File: config.mk
export PLATFORM = sky130hd
export DESIGN_NAME = deduplicate_fifo
export DESIGN_NICKNAME = d
export VERILOG_FILES = /design/src/rtl/deduplicate_fifo.sv
export SDC_FILE = /design/constraint.sdc
export NUM_CORES = 1
export LEC_CHECK = 0
export CAP_MARGIN = 30
export CELL_PAD_IN_SITES_DETAIL_PLACEMENT = 1
export CELL_PAD_IN_SITES_GLOBAL_PLACEMENT = 1
export CORE_UTILIZATION = 48
export CTS_BUF_LIST = sky130_fd_sc_hd__clkbuf_2
export DETAILED_ROUTE_END_ITERATION = 6
export GPL_TIMING_DRIVEN = 0
export PLACE_DENSITY_LB_ADDON = 0.1
export SYNTH_ARGS = -nofsm -noshare
export SYNTH_HDL_FRONTEND = slang
export SYNTH_SLANG_ARGS = --single-unit
File: constraint.sdc
create_clock -name clk -period 2.95 [get_ports clk]
set_input_delay 0.59 -clock clk [delete_from_list [all_inputs] [get_ports clk]]
set_output_delay 0.59 -clock clk [all_outputs]
set_load 0.01 [all_outputs]
File: src/rtl/deduplicate_fifo.sv
// deduplicate_fifo: FIFO for a stream that carries every word twice.
// The write side accepts each pair, keeps one copy and flags pairs whose two
// halves disagree. The read side is a first-word-fall-through FIFO.
module deduplicate_fifo #(
  parameter int DW    = 16,
  parameter int DEPTH = 4
) (
  input  logic          clk,
  input  logic          rst,
  input  logic          push,
  input  logic [DW-1:0] write_data,
  output logic          full,
  input  logic          pop,
  output logic [DW-1:0] read_data,
  output logic          empty,
  output logic          pending,
  output logic          mismatch
);

  localparam int AW = (DEPTH > 1) ? $clog2(DEPTH) : 1;

  typedef enum logic {
    FIRST  = 1'b0,
    SECOND = 1'b1
  } wr_state_t;

  wr_state_t     state, state_next;
  logic [DW-1:0] hold;
  logic [DW-1:0] mem [DEPTH];
  logic [AW-1:0] wr_ptr, rd_ptr;
  logic [AW:0]   count;

  logic push_ok, pop_ok;
  logic hold_load, store_wr, mismatch_next;

  // Acceptance is decided from the occupancy before the edge, so a pop while
  // full never frees room for a push in the same cycle.
  assign full    = (count == AW'(0) + (AW+1)'(DEPTH));
  assign empty   = (count == '0);
  assign push_ok = push && !full;
  assign pop_ok  = pop && !empty;
  assign pending = (state == SECOND);

  // Write-side FSM: state register.
  always_ff @(posedge clk or negedge rst) begin
    // NOTE: sequential state uses non-blocking assignments so every register
    // samples the pre-edge values regardless of statement order.
    if (!rst) state <= FIRST;
    else      state <= state_next;
  end

  // Write-side FSM: next state and pair decision.
  always_comb begin
    // NOTE: every output of this block is given a default first so no path
    // leaves a value unassigned, which would infer a latch.
    state_next    = state;
    hold_load     = 1'b0;
    store_wr      = 1'b0;
    mismatch_next = 1'b0;
    unique case (state)
      FIRST: begin
        if (push_ok) begin
          hold_load  = 1'b1;
          state_next = SECOND;
        end
      end
      SECOND: begin
        if (push_ok) begin
          state_next = FIRST;
          if (write_data == hold) store_wr      = 1'b1;
          else                    mismatch_next = 1'b1;
        end
      end
      default: state_next = FIRST;
    endcase
  end

  // Hold register for the first word of a pair, and the registered mismatch pulse.
  always_ff @(posedge clk or negedge rst) begin
    if (!rst) begin
      hold     <= '0;
      mismatch <= 1'b0;
    end else begin
      if (hold_load) hold <= write_data;
      mismatch <= mismatch_next;
    end
  end

  // Storage array: written with the held word when a pair completes.
  always_ff @(posedge clk) begin
    // NOTE: the array is deliberately not reset; empty gates every read, so
    // stale contents are never observed and the memory can map to plain RAM.
    if (store_wr) mem[wr_ptr] <= hold;
  end

  // Pointers and occupancy count; pointers wrap naturally as DEPTH is a power of two.
  always_ff @(posedge clk or negedge rst) begin
    if (!rst) begin
      wr_ptr <= '0;
      rd_ptr <= '0;
      count  <= '0;
    end else begin
      if (store_wr) wr_ptr <= wr_ptr + 1'b1;
      if (pop_ok)   rd_ptr <= rd_ptr + 1'b1;
      unique case ({store_wr, pop_ok})
        2'b10:   count <= count + 1'b1;
        2'b01:   count <= count - 1'b1;
        default: count <= count;
      endcase
    end
  end

  // First-word-fall-through head of the store.
  assign read_data = mem[rd_ptr];

endmodule

# Word-level counts from Yosys, hierarchy flattened
# Memories as Yosys holds them, arrays and structs flattened.
# Cells that the tools add are included.
# op_classes
add_sub_neg	4
n_eq_ne	4
n_mux	13
n_bitwise	1
n_reduce_logical	6
# ops
cell	n
16-bit equality test	1
1-bit 2-to-1 mux	11
3-bit case mux with 2 select lines	1
2-bit by 1-bit adder with 2-bit output (second input constant)	2
3-bit by 1-bit adder with 3-bit output (second input constant)	1
3-bit equality test (second input constant)	1
3-bit logical NOT	1
3-bit by 1-bit subtractor with 3-bit output (second input constant)	1
2-bit by 1-bit equality test with 1-bit output (second input constant)	1
2-bit equality test (second input constant)	1
1-bit logical AND	2
1-bit logical NOT	2
1-bit case mux with 2 select lines	1
2-bit nonzero test	1
1-bit NOT	1
# word_totals
register_bits	25
ram_bits	64
inputBits	20
output_inout_bits	20
n_memories	1
# mem_list
memory	depth	width	rd	rd_ports_with_merged_regs	wr	line	source
mem	4	16	1	0	1	29	logic [DW-1:0] mem [DEPTH];

# Logic depth before layout (Yosys ltp)
# Gate-level depths: netlist (run 1).
# depth
ltp_word	7
ltp_mapped	11

# Least setup slack after synthesis (run 1)
# No wires, ideal clock.
# synth_timing
path_type	input -> register
start	input port write_data[14]
end	register count[2]
setup_ps	125
t_arrival_ps	2158
required_ps	2825
slack_ps	667
cell_stages	11
path_buffers	0
cell_sequence	xnor2_1 > nand4_1 > nor4_2 > nor2b_4 > inv_1 > ha_1 > inv_1 > fa_1 > xor2_1 > nor2_1 > xor2_1
# synth_between
elab_chain_cells	6
word_cells_on_any_way	8
classes_between	eq/ne: 3; mux: 4; reduce/logical: 1
# synth_lines
item	line	source
from (decl)	11	input logic [DW-1:0] write_data,
16-bit equality test (*)	70	if (write_data == hold) store_wr = 1'b1;
1-bit 2-to-1 mux (*)	70	
1-bit 2-to-1 mux (*)	68	if (push_ok) begin
1-bit 2-to-1 mux (*)	60	unique case (state)
2-bit by 1-bit equality test with 1-bit output or 2-bit equality test (tied branches)	105	unique case ({store_wr, pop_ok})
3-bit case mux with 2 select lines or 2-bit nonzero test (tied branches)	-	
to (signal assigned)	106	2'b10: count <= count + 1'b1;
to (signal assigned)	107	2'b01: count <= count - 1'b1;
to (signal assigned)	108	default: count <= count;
to (decl)	31	logic [AW:0] count;
# Mark *: on every way between the ends. The rest lies on a longest branch, timed or not.
# A chain may end at the register's enable or synchronous reset.

# Final worst setup path (run 1)
# layout_timing
start	register rd_ptr[1]
end	output port read_data[2]
# layout_between
elab_chain_cells	1
# layout_lines
item	line	source
from (decl)	30	logic [AW-1:0] wr_ptr, rd_ptr;
from (signal assigned)	104	if (pop_ok) rd_ptr <= rd_ptr + 1'b1;
memory read 4 x 16 bit	-	
to (decl)	14	output logic [DW-1:0] read_data,
# Every way passes these cells.

==> metrics.txt, run 1 <==
Total GRT Usage 0.198; post-synth cell types 23; Clock Skew 0.0343 ns; Hold Vio Cnt, Final 0; #FFs+latches synth 89; DP Wirelength 4490 um; drt pass-1 iters 4; LEAKAGE 0.00157 uW; simple logic cell fraction of the synthesized area 0.0339; xor/xnor share of the synthesized area 0.0538; area of the multi-input gates 975 um^2; mux share of post-synthesis cell area 0.158; gp weighted congestion 0.669; Post-Syn Nets 211; Worst Tran Pin Value 0.592 ns; Die Y-Extent 88.4 um; RR Startpoint hold[14]$_DFFE_PN0P_; number of max-cap violations 0; DR DRC count 0; # diodes 0; PwrDens 896 nW/um^2; die width 88.4 um; RSZ-0062 raised after global routing no; post-placement worst setup slack -0.302 ns; grt ovf 0; placed insts 323; CP startpoint kind register; Data required, critical path 2.36 ns; post-synthesis sequential area ratio 0.711; Post-Synthesis Cell Area 3580 um^2; most common cell after layout, fill and taps aside edfxtp_1; row count 31; CP Class register to output pin; Worst Path Max Fanout 10; largest family of logic cells by synthesized area multiplexers; Initial Utilization 0.497; initial antenna violation count 0; Worst Hold Class input pin to asynchronous set/reset pin; PortBufs 39; setup violators final 0; Crit. End Element output pin; CTS Buf Count 9; # nets final 261; Reg clk slew, reported paths 0.24 ns; adder-cell share of the synthesized area 0.0265; total negative setup slack 0 ns; Reg area 2550 um^2; setup ws final 0.161 ns; first-pass GRT wire length 10700 um; worst skew pair latency 0.51 ns; largest net degree at the start of global routing 19; Worst Path Arrival 2.20 ns; busiest grt layer met2; share of cells above drive strength 1 0.251; Synth Area per Inst 19.5 um^2; Worst IR Drop VDD 0.427 mV; GRT met1 Usage 0.245; clk sinks 89; warnings from Yosys 0; Max Clk Rate 358 MHz; vias per inst 5.15; Syn Inst Count 184; origin of the worst setup path rd_ptr[1]$_DFFE_PN0P_; Synth Area in Compound Gates 0; drt wl/cell 20.3 um; met2 GRT Util 0.349; Longest Clk Path Bufs 2; postcts setup bufs 0; met3 usage 0.0476; Routed WL 6870 um; ANT nets after route 0; vias in the first global route 1989; H-Tree Level Count 3; Tmin final 2.79 ns; fin cells 338; Final Cycle Share 0.946; Iteration-0 DRC Markers 56; core area 7210 um^2; via count 1742; fin. max-slew vios 0; # fillers 655; die area 7810 um^2; most frequent cells in the layout edfxtp_1, clkdlybuf4s50_1, dfrtp_1; # IOs 40; Max-Slew Margin vs Limit 0.605; CTS tree done; Area Overhead vs Synth 20.7%; status finished, final reports clean; CTS root buf clkbuf_2
## layout make-up
type	instances	area share
buffer	5	0.0124
clock buffer	10	0.0116
clock inverter	6	0.0249
inverter	8	0.00694
multi-input combinational	81	0.225
sequential	89	0.589
tap	99	0.0286
timing repair buffer	40	0.101
## registers in the layout, summed over array words and instances, names as in the netlist
register  cells
mismatch      1
rd_ptr        2
wr_ptr        2
hold         16
count         3
pending       1
mem          64
## cell families (layout without fill, tap and decap cells)
group / after synthesis / in the layout
flops: 89 / 89
xor+xnor: 22 / 22
fa+ha+maj: 7 / 7
mux: 34 / 34
simple gates: 18 / 18
buf+inv: 14 / 69
## synth_stat cells
library cell  instances  area (um^2)
edfxtp_1             64         1920
dfrtp_1              25          626
xnor2_1              19          166
mux2_2               16          180
mux4_2               16          360
inv_1                 8         30.0
ha_1                  6         75.1
and2_2                4         30.0
nand4_1               4         25.0
buf_2                 3         15.0
xor2_1                3         26.3
clkbuf_1              2         7.51
nand2_1               2         7.51
nor2_1                2         7.51
nor2b_1               2         12.5
buf_4                 1         7.51
fa_1                  1         20.0
mux2_4                1         15.0
mux2i_1               1         10.0
nor2b_4               1         13.8
nor3_1                1         5.00
nor3b_1               1         7.51
nor4_2                1         12.5
## power by group
part	internal, uW	switching (uW)	leakage [uW]
Sequential	1640	246	0.000868
Clock	367	390	0.0000935
Combinational	738	496	0.000607
## critical path, cell delays in order, from the launching register on
cell and delay (ns):
dfrtp_2 0.55, buf_2 0.33, mux4_2 0.35, clkdlybuf4s50_1 0.49
## per-layer routing
layer  vias up  part of all wire
met5         -                 0
met4         0            0.0098
met3         6             0.033
met2        36              0.52
met1       908              0.44
li1        792                 -
## stage by stage
| stage | hold WS (ns) | util | cell area (um^2) | power (uW) |
|---|---|---|---|---|
| final | 0.381 | 0.599 | 4320 | 3880 |
| after floorplan | 0.294 | - | 3580 | 2590 |
| after global placement | 0.474 | 0.568 | 4100 | 3040 |
| after CTS | 0.344 | 0.595 | 4290 | 3910 |
| after detailed placement | 0.491 | 0.572 | 4120 | 3130 |
| after global routing | 0.317 | 0.599 | 4320 | 4090 |
## timing repair
| item | in CTS | in global routing |
|---|---|---|
| hold buffers | 0 | 0 |
| setup endpoints to repair | 9 | 8 |
| resized for setup | 5 | 10 |
| cloned | 0 | 0 |
## path summary, 6_finish.rpt
kind	to	slack (ns)	cells past startpoint
worst max-delay path	read_data[2]	0.16	3
max in group asynchronous	rd_ptr[1]$_DFFE_PN0P_	2.06	2
worst max register to register	count[2]$_DFFE_PN0P_	0.33	11
worst min-delay path	hold[5]$_DFFE_PN0P_	0.38	1
worst min register to register	count[2]$_DFFE_PN0P_	0.51	1
min in group clk	count[2]$_DFFE_PN0P_	0.51	1
(Power assumes the default switching activity.)
==> inputs of run 2 (changes only) <==
--- a/config.mk
+++ b/config.mk
@@ -8,11 +8,13 @@
 export CAP_MARGIN = 30
 export CELL_PAD_IN_SITES_DETAIL_PLACEMENT = 1
 export CELL_PAD_IN_SITES_GLOBAL_PLACEMENT = 1
+export CORE_ASPECT_RATIO = 1.1
 export CORE_UTILIZATION = 48
 export CTS_BUF_LIST = sky130_fd_sc_hd__clkbuf_2
 export DETAILED_ROUTE_END_ITERATION = 6
 export GPL_TIMING_DRIVEN = 0
 export PLACE_DENSITY_LB_ADDON = 0.1
+export SETUP_SLACK_MARGIN = 0.2
 export SYNTH_ARGS = -nofsm -noshare
 export SYNTH_HDL_FRONTEND = slang
 export SYNTH_SLANG_ARGS = --single-unit
==> metrics.txt, run 2 (same netlist as run 1, synthesis figures left out) <==
Max Clk Rate 380 MHz; worst-path cell chain buf_12 > mux4_2 > clkdlybuf4s50_1; Longest Clk Path Bufs 2; Worst path max stage delay 0.49 ns; cts hold-fix bufs 0; largest net degree at the start of global routing 17; core area 7130 um^2; DP Wirelength 4460 um; r2r endpoint count[2]$_DFFE_PN0P_; failing checks DRC; grt ovf 0; Worst Tran Pin Value 0.688 ns; first-pass GRT wire length 10400 um; CTS root buf clkbuf_2; most common cell after layout, fill and taps aside edfxtp_1; Worst Hold Class input pin to asynchronous set/reset pin; Area Overhead vs Synth 19.8%; share of cells above drive strength 1 0.266; highest-delay cell along the critical path clkdlybuf4s50_1; number of max-cap violations 0; gp weighted congestion 0.709; sequential power share 0.500; Worst Path Arrival 2.04 ns; PwrDens 868 nW/um^2; vias per inst 5.40; placed insts 309; clk sinks 89; area of the multi-input gates 983 um^2; CP startpoint kind register; max FFs per register 64; Clock Skew 0.0314 ns; Reg area 2550 um^2; H-Tree Level Count 3; fin area 4290 um^2; biggest regs mem (64), hold (16), count (3); CTS Buf Count 9; Worst Path Max Fanout 6; LEAKAGE 0.00159 uW; Iteration-0 DRC Markers 66; DR DRC count 8; r2r worst-path depth 11; via count 1778; CTS tree done; Reg clk slew, reported paths 0.24 ns; vias in the first global route 1981; Max-Slew Margin vs Limit 0.540; most frequent cells in the layout edfxtp_1, dfrtp_1, clkdlybuf4s50_1; worst path bufs/invs 2; CP top delay family buffers and inverters; Tmin final 2.63 ns; Data required, critical path 2.36 ns; ANT nets after route 0; fin cells 329; RR Startpoint hold[14]$_DFFE_PN0P_; Final Cycle Share 0.891; # nets final 266; Power Internal 2590 uW; combinational share of power 0.341; met2 GRT Util 0.329; sw power 1140 uW; Clock power frac 0.159; row count 32; worst skew pair latency 0.54 ns; Crit. End Element output pin; Largest Register mem; CP Class register to output pin; die area 7810 um^2; drt wl/cell 20.1 um; # IOs 40; Die Y-Extent 92.6 um; Routed WL 6620 um; Sw Ratio 0.305; r2r setup slk 0.42 ns; initial antenna violation count 0; Total GRT Usage 0.190; # diodes 0; Worst IR Drop VDD 0.413 mV; # fillers 625; drt pass-1 iters 7; die width 84.4 um; met3 usage 0.0365; GRT met1 Usage 0.230; Initial Utilization 0.503; fin. max-slew vios 0; Area after DPL 4090 um^2; busiest grt layer met2; RSZ-0062 raised after global routing no; status complete, but fails checks; PortBufs 39; setup violators final 0; Hold Vio Cnt, Final 0
==> run 2: changes by cell type in the layout (fill, tap and decap cells not counted), moves of 2 or more <==
cell             change
clkdlybuf4s50_1      -8
dlygate4sd2_1        +8
clkinvlp_4           +3
buf_4                +5
bufinv_16            -2
==> run 2: area by class of cell <==
class	count	share of cell area
Clock inverter	5	0.0134
Multi-Input combinational cell	81	0.229
Sequential cell	89	0.594
Tap cell	85	0.0248
Buffer	6	0.0157
Inverter	8	0.00700
Timing Repair Buffer	44	0.103
Clock buffer	11	0.0128
==> run 2: worst max-delay path by stage <==
stage	from	to	slack, ns	cells past startpoint
after floorplan	write_data[14]	count[2]$_DFFE_PN0P_	0.67	11
after detailed placement	write_data[14]	count[2]$_DFFE_PN0P_	-0.20	12
after CTS	rd_ptr[1]$_DFFE_PN0P_	read_data[2]	0.21	4
final	rd_ptr[0]$_DFFE_PN0P_	read_data[14]	0.32	3
after global placement	write_data[14]	count[2]$_DFFE_PN0P_	-0.14	12
after global routing	hold[14]$_DFFE_PN0P_	count[2]$_DFFE_PN0P_	0.22	11
==> run 2: stage by stage <==
stage	setup slack (ns)	total power, uW	hold WS (ns)	util	setup TNS, ns
2_1_floorplan	0.667	2590	0.294	-	0
3_3_place_gp	-0.144	3040	0.473	0.572	-2.23
3_5_place_dp	-0.202	3130	0.514	0.574	-4.89
4_1_cts	0.213	3730	0.423	0.594	0
5_1_grt	0.220	3910	0.441	0.602	0
6_report	0.320	3720	0.425	0.602	0
==> run 2: what timing repair did <==
item,in CTS,in global routing
setup endpoints to repair,16,17
setup buffers,0,4
resized for setup,19,9
hold endpoints to repair,0,0
==> run 2: power groups by stage <==
| stage | Combinational, uW | Clock, uW | Sequential [uW] |
|---|---|---|---|
| 2_1_floorplan | 771 | 0 | 1820 |
| 3_3_place_gp | 1190 | 0 | 1850 |
| 3_5_place_dp | 1240 | 0 | 1890 |
| 4_1_cts | 1260 | 607 | 1860 |
| 5_1_grt | 1360 | 651 | 1900 |
| 6_report | 1270 | 593 | 1860 |
==> run 2: per-layer routing <==
metal / vias to the layer above / part of all wire
li1: 806 / -
met1: 924 / 0.42
met2: 37 / 0.53
met3: 11 / 0.033
met4: 0 / 0.018
met5: - / 0
==> run 2: worst register-to-register path, stage by stage, from the launching register on <==
cell and delay [ns]:
dfrtp_1 0.49, xnor2_1 0.22, nand4_1 0.20, nor4_4 0.36
nor2b_4 0.28, inv_1 0.07, ha_1 0.21, inv_1 0.07
fa_1 0.18, xor2_1 0.15, nor2_1 0.07, xor2_1 0.15
